[config.mk]
export PLATFORM = sky130hd
export DESIGN_NAME = divider_seq
export DESIGN_NICKNAME = d
export VERILOG_FILES = /design/src/rtl/divider_seq_pkg.sv /design/src/rtl/divider_seq_div_step.sv /design/src/rtl/divider_seq.sv
export SDC_FILE = /design/constraint.sdc
export NUM_CORES = 1
export LEC_CHECK = 0
export ABC_AREA = 1
export CAP_MARGIN = 20
export CORE_UTILIZATION = 35
export DETAILED_ROUTE_END_ITERATION = 8
export DONT_BUFFER_PORTS = 1
export PLACE_DENSITY_LB_ADDON = 0.2
export SLEW_MARGIN = 20
export SYNTH_ARGS = -nofsm -noshare
export SYNTH_HDL_FRONTEND = slang
export SYNTH_HIERARCHICAL = 1
export SYNTH_SLANG_ARGS = --single-unit
[constraint.sdc]
create_clock -name clk -period 3.35 [get_ports clk]
set_input_delay 0.335 -clock clk [delete_from_list [all_inputs] [get_ports clk]]
set_output_delay 0.335 -clock clk [all_outputs]
set_load 0.005 [all_outputs]
[src/rtl/divider_seq_pkg.sv]
// Shared types and constants for the sequential restoring divider.
// Latency: n/a (declarations only).
// Backpressure: n/a.
package divider_seq_pkg;

  // Controller states: wait for work, iterate one quotient bit per cycle, present result
  typedef enum logic [1:0] {
    IDLE = 2'd0,
    RUN  = 2'd1,
    DONE = 2'd2
  } state_t;

  // Default operand width and the iteration counter width that goes with it
  localparam int DIV_WIDTH = 4;
  localparam int CNT_W     = $clog2(DIV_WIDTH);

endpackage

[src/rtl/divider_seq_div_step.sv]
// One restoring-division iteration: shift in a dividend bit, trial-subtract, keep or restore.
// Latency: purely combinational.
// Backpressure: none; output follows inputs.
module div_step #(
  parameter int WIDTH = 4
) (
  input  logic [WIDTH-1:0] i_rem,
  input  logic             i_bit,
  input  logic [WIDTH-1:0] i_dvs,
  output logic [WIDTH-1:0] o_rem,
  output logic             o_qbit
);

  // The shifted remainder needs one extra bit; the difference's MSB is the borrow/sign.
  logic [WIDTH:0] w_shift;
  logic [WIDTH:0] w_diff;

  assign w_shift = {i_rem, i_bit};
  assign w_diff  = w_shift - {1'b0, i_dvs};

  // Non-negative difference: keep it and emit a 1. Otherwise restore the shifted value,
  // which then must be below the divisor and therefore fits in WIDTH bits.
  assign o_qbit = ~w_diff[WIDTH];
  assign o_rem  = w_diff[WIDTH] ? w_shift[WIDTH-1:0] : w_diff[WIDTH-1:0];

endmodule

[src/rtl/divider_seq.sv]
// Sequential restoring divider (quotient + remainder), one quotient bit per clock.
// Latency: WIDTH busy cycles then a one-cycle done pulse; divide-by-zero finishes in 1 cycle.
// Backpressure: start is only accepted in IDLE or DONE; start during RUN is ignored.
// Optional DIVIDER_SEQ_SIGNED_EN: two's-complement operands (magnitude datapath + sign fix).
module divider_seq
  import divider_seq_pkg::*;
#(
  parameter int WIDTH = DIV_WIDTH
) (
  input  logic             clk,
  input  logic             rst_n,
  input  logic             start,
  input  logic [WIDTH-1:0] dividend,
  input  logic [WIDTH-1:0] divisor,
  output logic             busy,
  output logic             done,
  output logic [WIDTH-1:0] quotient,
  output logic [WIDTH-1:0] remainder,
  output logic             div_by_zero
);

  // The package constant covers the default width; other widths derive their own.
  localparam int LCNT_W = (WIDTH == DIV_WIDTH) ? CNT_W : $clog2(WIDTH);
  localparam logic [LCNT_W-1:0] CNT_LAST = LCNT_W'(WIDTH - 1);
  localparam logic [LCNT_W-1:0] CNT_ONE  = LCNT_W'(1);

  state_t r_state;
  state_t w_state_nxt;
  logic   w_busy;
  logic   w_done;

  logic [WIDTH-1:0]  r_rem;   // partial remainder
  logic [WIDTH-1:0]  r_dvd;   // dividend bits shift out the top, quotient bits shift in below
  logic [WIDTH-1:0]  r_dvs;
  logic [LCNT_W-1:0] r_cnt;
  logic [WIDTH-1:0]  r_quo;
  logic [WIDTH-1:0]  r_rmd;
  logic              r_dbz;

  logic              w_accept;
  logic              w_last;
  logic              w_dvs_zero;
  logic [WIDTH-1:0]  w_rem_nxt;
  logic              w_qbit;
  logic [WIDTH-1:0]  w_quo_raw;
  logic [WIDTH-1:0]  w_quo_fix;
  logic [WIDTH-1:0]  w_rmd_fix;
  logic [WIDTH-1:0]  w_dvd_load;
  logic [WIDTH-1:0]  w_dvs_load;

  assign w_accept   = start && ((r_state == IDLE) || (r_state == DONE));
  assign w_last     = (r_state == RUN) && (r_cnt == CNT_LAST);
  assign w_dvs_zero = (divisor == '0);

  div_step #(
    .WIDTH (WIDTH)
  ) u_step (
    .i_rem  (r_rem),
    .i_bit  (r_dvd[WIDTH-1]),
    .i_dvs  (r_dvs),
    .o_rem  (w_rem_nxt),
    .o_qbit (w_qbit)
  );

  assign w_quo_raw = {r_dvd[WIDTH-2:0], w_qbit};

`ifdef DIVIDER_SEQ_SIGNED_EN
  logic r_qneg;
  logic r_rneg;

  // Divide magnitudes; the most negative value maps to its own bit pattern, which is
  // the correct unsigned magnitude 2^(WIDTH-1).
  assign w_dvd_load = dividend[WIDTH-1] ? (~dividend + 1'b1) : dividend;
  assign w_dvs_load = divisor[WIDTH-1]  ? (~divisor  + 1'b1) : divisor;
  // Quotient truncates toward zero; remainder follows the dividend's sign.
  assign w_quo_fix  = r_qneg ? (~w_quo_raw + 1'b1) : w_quo_raw;
  assign w_rmd_fix  = r_rneg ? (~w_rem_nxt + 1'b1) : w_rem_nxt;

  // Remember the result signs at the accepting edge
  always_ff @(posedge clk or negedge rst_n) begin
    if (!rst_n) begin
      r_qneg <= 1'b0;
      r_rneg <= 1'b0;
    end else if (w_accept) begin
      r_qneg <= dividend[WIDTH-1] ^ divisor[WIDTH-1];
      r_rneg <= dividend[WIDTH-1];
    end
  end
`else
  assign w_dvd_load = dividend;
  assign w_dvs_load = divisor;
  assign w_quo_fix  = w_quo_raw;
  assign w_rmd_fix  = w_rem_nxt;
`endif

  // State register
  always_ff @(posedge clk or negedge rst_n) begin
    if (!rst_n) begin
      r_state <= IDLE;
    end else begin
      r_state <= w_state_nxt;
    end
  end

  // Next-state and status decode
  always_comb begin
    w_state_nxt = r_state;
    w_busy      = 1'b0;
    w_done      = 1'b0;
    case (r_state)
      IDLE: begin
        if (start) begin
          w_state_nxt = w_dvs_zero ? DONE : RUN;
        end
      end
      RUN: begin
        w_busy = 1'b1;
        if (w_last) begin
          w_state_nxt = DONE;
        end
      end
      DONE: begin
        w_done = 1'b1;
        if (start) begin
          w_state_nxt = w_dvs_zero ? DONE : RUN;
        end else begin
          w_state_nxt = IDLE;
        end
      end
      default: begin
        w_state_nxt = IDLE;
      end
    endcase
  end

  // Operand capture, per-cycle iteration and result registration
  always_ff @(posedge clk or negedge rst_n) begin
    if (!rst_n) begin
      r_rem <= '0;
      r_dvd <= '0;
      r_dvs <= '0;
      r_cnt <= '0;
      r_quo <= '0;
      r_rmd <= '0;
      r_dbz <= 1'b0;
    end else if (w_accept) begin
      r_rem <= '0;
      r_cnt <= '0;
      r_dbz <= w_dvs_zero;
      if (w_dvs_zero) begin
        // No iterations: results land now so they are valid in the following done cycle
        r_quo <= '1;
        r_rmd <= dividend;
      end else begin
        r_dvd <= w_dvd_load;
        r_dvs <= w_dvs_load;
      end
    end else if (r_state == RUN) begin
      r_rem <= w_rem_nxt;
      r_dvd <= w_quo_raw;
      r_cnt <= r_cnt + CNT_ONE;
      if (w_last) begin
        r_quo <= w_quo_fix;
        r_rmd <= w_rmd_fix;
      end
    end
  end

  assign busy        = w_busy;
  assign done        = w_done;
  assign quotient    = r_quo;
  assign remainder   = r_rmd;
  assign div_by_zero = r_dbz;

endmodule

# Word-level counts from Yosys, hierarchy flattened
# Cells that the tools add are included.
# op_classes
add_sub_neg	2
eq_ne	7
mux	23
bitwise	2
reduce_logical	11
# ops
op	count
$mux 4	14
$mux 2	6
$ne 2x2->1 const B	3
$pmux 2 s3	1
$reduce_and 2->1	3
$sub 5x4->5	1
$eq 2x2->1 const B	2
$logic_not 4->1	1
$reduce_bool 2->1	2
$reduce_and 3->1	1
$add 2x1->2 const B	1
$eq 2x1->1 const B	1
$logic_and 1x1->1	2
$logic_not 2->1	1
$mux 1	2
$ne 2x1->1 const B	1
$not 1->1	2
$logic_or 1x1->1	1
# totals
reg_bits	25
in_bits	11
out_inout_bits	11

# Depth between registers and ports, before layout
# depth
word_depth	5
mapped_depth	14
depth_no_buf	14

# Modules after synthesis
# Netlist, hierarchy kept.
# by_module_without_submodules
module	instances	cells_per_inst	area_each_um2
divider_seq	1	133	1168.6
div_step	1	49	287.8

# Worst setup path after synthesis
# Ideal clock, no wire load.
# synth_path
path_type	reg2reg
start	reg r_dvd[3]
end	reg r_rmd[0], in the netlist remainder[0]
setup_ps	65
arrival_ps	1696
setup_slack_ps	1588
stages_incl_launch_ff	15
n_path_buf	0
synth_period_minus_slack_ps	1762
cell_sequence	dfrtp_1 > inv_1 > ha_1 > fa_1 > inv_1 > nand2_2 > nand2_2 > nand3_4 > nand2_4 > nand2_1 > nand2_1 > inv_1 > o21ai_1 > nand2_1 > nand2_1
# synth_between
elab_chain_cells	5
# synth_lines
element	line_no	text
start: declaration	divider_seq.sv:33	logic [WIDTH-1:0] r_dvd;
start signal: assignment	divider_seq.sv:155	r_dvd <= w_dvd_load;
start signal: assignment	divider_seq.sv:160	r_dvd <= w_quo_raw;
$sub 5x4->5	divider_seq_div_step.sv:19	assign w_diff = w_shift - {1'b0, i_dvs};
$mux 4 *	divider_seq_div_step.sv:24	assign o_rem = w_diff[WIDTH] ? w_shift[WIDTH-1:0] : w_diff[WIDTH-1:0];
via w_rem_nxt[0]	divider_seq.sv:43	logic [WIDTH-1:0] w_rem_nxt;
$mux 4 *	divider_seq.sv:162	if (w_last) begin
$mux 4 *	divider_seq.sv:158	end else if (r_state == RUN) begin
$mux 4 *	divider_seq.sv:146	end else if (w_accept) begin
end signal: assignment	divider_seq.sv:153	r_rmd <= dividend;
end signal: assignment	divider_seq.sv:164	r_rmd <= w_rmd_fix;
end: declaration	divider_seq.sv:37	logic [WIDTH-1:0] r_rmd;
# The timed path passes the listed nets; every way through them passes the cells marked *. The select of a mux whose other input is x is not followed.
# A chain may end at the register's enable or synchronous reset.

# Worst setup path after layout
# Same ends and word-level chain as after synthesis.

==> qor.yml <==
synthesis:
  ys_ff_latch: 25
  synthSimpleGateAreaFrac: 0.392
  yosys.area.top_type: "dfrtp_1"
  yosys.area_share.adder: 0.0567
  synthTopCellsByCount: "68 x nand2_1, 25 x dfrtp_1, 24 x nand3_1"
  synth.top_cell.area_share: 0.430
  synth-seq-area-share: 0.430
  synth_top_family_by_area: "simple AND/OR/NAND/NOR gates"
  synth_area_sq_mm: 0.00146
  syn-num-nets: 199
  synth.distinct_cells: 22
  synthArstFlopShare: 1.00
  syn_inst: 182
  synth_ff_type: "dfrtp_1"
  synth_mux_area_frac: 0
  yosysMostFrequentCell: "nand2_1"
  synth_edf_count: 0
  synth.area.top_cells: "dfrtp_1 43%, nand2_1 18%, nand3_1 8.2%, inv_1 4.9%, ha_1 4.3%"
  yosys_warnings: 6
  synthesis.area_per_instance_sq_um: 8.00
  synthXorXnorAreaFrac: 0.00601
  synth_compound_area_frac: 0.0447
clock_tree:
  clk_latency_ps: 260
  clockRootBuffer: "clkbuf_8"
  clkTransAtPathRegs_ps: 90
  cts_max_level: 1
  numClockSinks: 25
  cts_buffer_depth: 2
  cts_tree: "done"
  cts_buffers: 3
setup_path:
  critPathLaunchType: "flop"
  slowest_delay_ps: 400
  path_cells: "inv_1, ha_1, fa_1, inv_1, nand2_2, nand2_2, nand3_4, nand2_4, nand2_1, nand2_1, inv_1, o21ai_1, nand2_1, nand2_1"
  crit_family: "adder cells"
  critPathKind: "reg -> reg"
  arrival_ps: 2140
  crit_buf_inv: 3
  required_ps: 3560
  crit_fanout: 5
  cpMostUsedCell: "nand2_1"
  crit_slowest_cell: "fa_1"
  end_kind: "flop"
hold_path:
  min_path_type: "in -> reg"
floorplanning:
  dieWidth_um: 66.5
  core_area_sq_mm: 0.00400
  die_height_um: 66.5
  row_count: 23
  start_util: 0.364
  die_area_sq_mm: 0.00442
  io_pins: 22
detailed_routing:
  postRouteAntennaNets: 0
  post_drt_wl_per_cell_um: 12.5
  wl_mm: 2.96
  vias: 1171
  dr.pass1.iters: 4
  drc: 0
  dr.first_iter.drc_count: 43
  vias_per_cell: 4.94
place:
  port_buffers: 0
  hpwl_mm: 2.32
  gp_congestion: 0.817
  postPlaceCellArea_sq_mm: 0.00151
finish:
  drive_gt1_frac: 0.118
  finalNetCount: 205
  antenna_cells: 0
  area_growth_pct: 8.68
  design_area_sq_mm: 0.00158
global_route:
  grt_max_degree: 26
  grt-ovfl-total: 0
  grt_pass1_vias: 1133
  grt_pass1_wl_mm: 4.88
  grtUsageTotal: 0.148
  grt_antenna_before_repair: 0
outcome:
  status: "complete, no violations"
sta:
  finalCritPeriodShare: 0.576
  rsz0062_at_grt: "false"
  worst-slew-pin-transition_ps: 309
  fmax_mhz: 518
  finalHoldViolations: 0
  slew_headroom: 0.793
  holdWs_ps: 188
  drv_slew: 0
  tns_ps: 0
  clock_skew_ps: 2.79
  period_minus_slack_ps: 1930
  setup_violations: 0
power:
  powerDensity_mw_per_mm2: 1040
  power.leakage_uw: 0.000833
  irDropWorstVdd_v: 0.000369
flow_run:
  drv_cap: 0
worst reg2reg max path, stage by stage, from the launching register on:
cell	delay, ps
dfrtp_1	370
inv_1	50
ha_1	210
fa_1	400
inv_1	100
nand2_2	50
nand2_2	80
nand3_4	100
nand2_4	100
nand2_1	50
nand2_1	50
inv_1	50
o21ai_1	140
nand2_1	70
nand2_1	50
placed cells by master (no fill, tap or decap), types with 2 or more instances in the layout:
cell type   n
ha_1        5
nand2_1    68
nand2_4     4
a21oi_1     3
nand2_2     4
inv_1      19
nand2_8     2
clkbuf_8    3
dfrtp_1    25
nor2_1      6
o21ai_0     4
nand3_4     2
inv_2       2
o21ai_1     6
nand3_1    24
metal layers:
metal / routed length, um / track usage / vias to the layer above / share of wire
met5: 0 / 0 / - / 0
li1: - / - / 581 / -
met3: 87 / 0.0240 / 4 / 0.029
met4: 34 / 0.0559 / 0 / 0.011
met2: 1470 / 0.251 / 24 / 0.50
met1: 1370 / 0.189 / 562 / 0.46
logic make-up after synthesis:
kind of cell | after synthesis
AOI/OAI and AO/OA | 13
adders and majority gates | 6
DFF | 25
xor gates and xnor gates | 1
buffers and inverters | 24
and+or+nand+nor | 113
state kept, by name (all words and copies together) (netlist names):
register     flops
div_by_zero      1
quotient         4
r_cnt            2
r_dvd            4
r_dvs            4
r_rem            4
r_state          2
remainder        4
power breakdown:
| group | internal (uW) | switching (uW) |
|---|---|---|
| registers | 435 | 99.2 |
| logic | 342 | 593 |
| clock network | 84.9 | 91.4 |
| total | 861 | 784 |
final cells by class:
type	count	area [sq um]
fill	409	2420
inverter	23	92.6
multi-input combinational	133	727
sequential	25	626
tap	50	62.6
timing repair buffer	2	30.0
clock buffer	4	45.0
metrics by stage:
stage	worst slack (ps)	instances	total power, uW	utilization
2_1_floorplan	1590	182	1280	-
5_1_grt	1230	237	1800	0.396
3_3_place_gp	1450	231	1430	0.377
4_1_cts	1400	237	1650	0.396
3_5_place_dp	1410	231	1470	0.377
6_report	1420	237	1650	0.396
what timing repair did:
| item | in CTS | in global routing |
|---|---|---|
| hold buffers | 2 | 0 |
| buffers inserted | 0 | 0 |
| resized for setup | 0 | 0 |
| endpoints found under the hold margin | 25 | 0 |
final timing paths:
path | startpoint | endpoint | slack, ps | depth (start not counted)
worst max-delay path | r_dvd[3]$_DFFE_PN0P_ | remainder[0]$_DFFE_PN0P_ | 1420 | 14
worst min-delay path | divisor[2] | r_dvs[2]$_DFFE_PN0P_ | 190 | 2
worst max register to register | r_dvd[3]$_DFFE_PN0P_ | remainder[0]$_DFFE_PN0P_ | 1420 | 14
worst min register to register | r_cnt[0]$_DFFE_PN0P_ | r_cnt[0]$_DFFE_PN0P_ | 480 | 1
max in group asynchronous | rst_n | r_dvs[1]$_DFFE_PN0P_ | 2710 | 2
min in group asynchronous | rst_n | div_by_zero$_DFFE_PN0P_ | 490 | 2
Power figures use the tool's default switching activity.
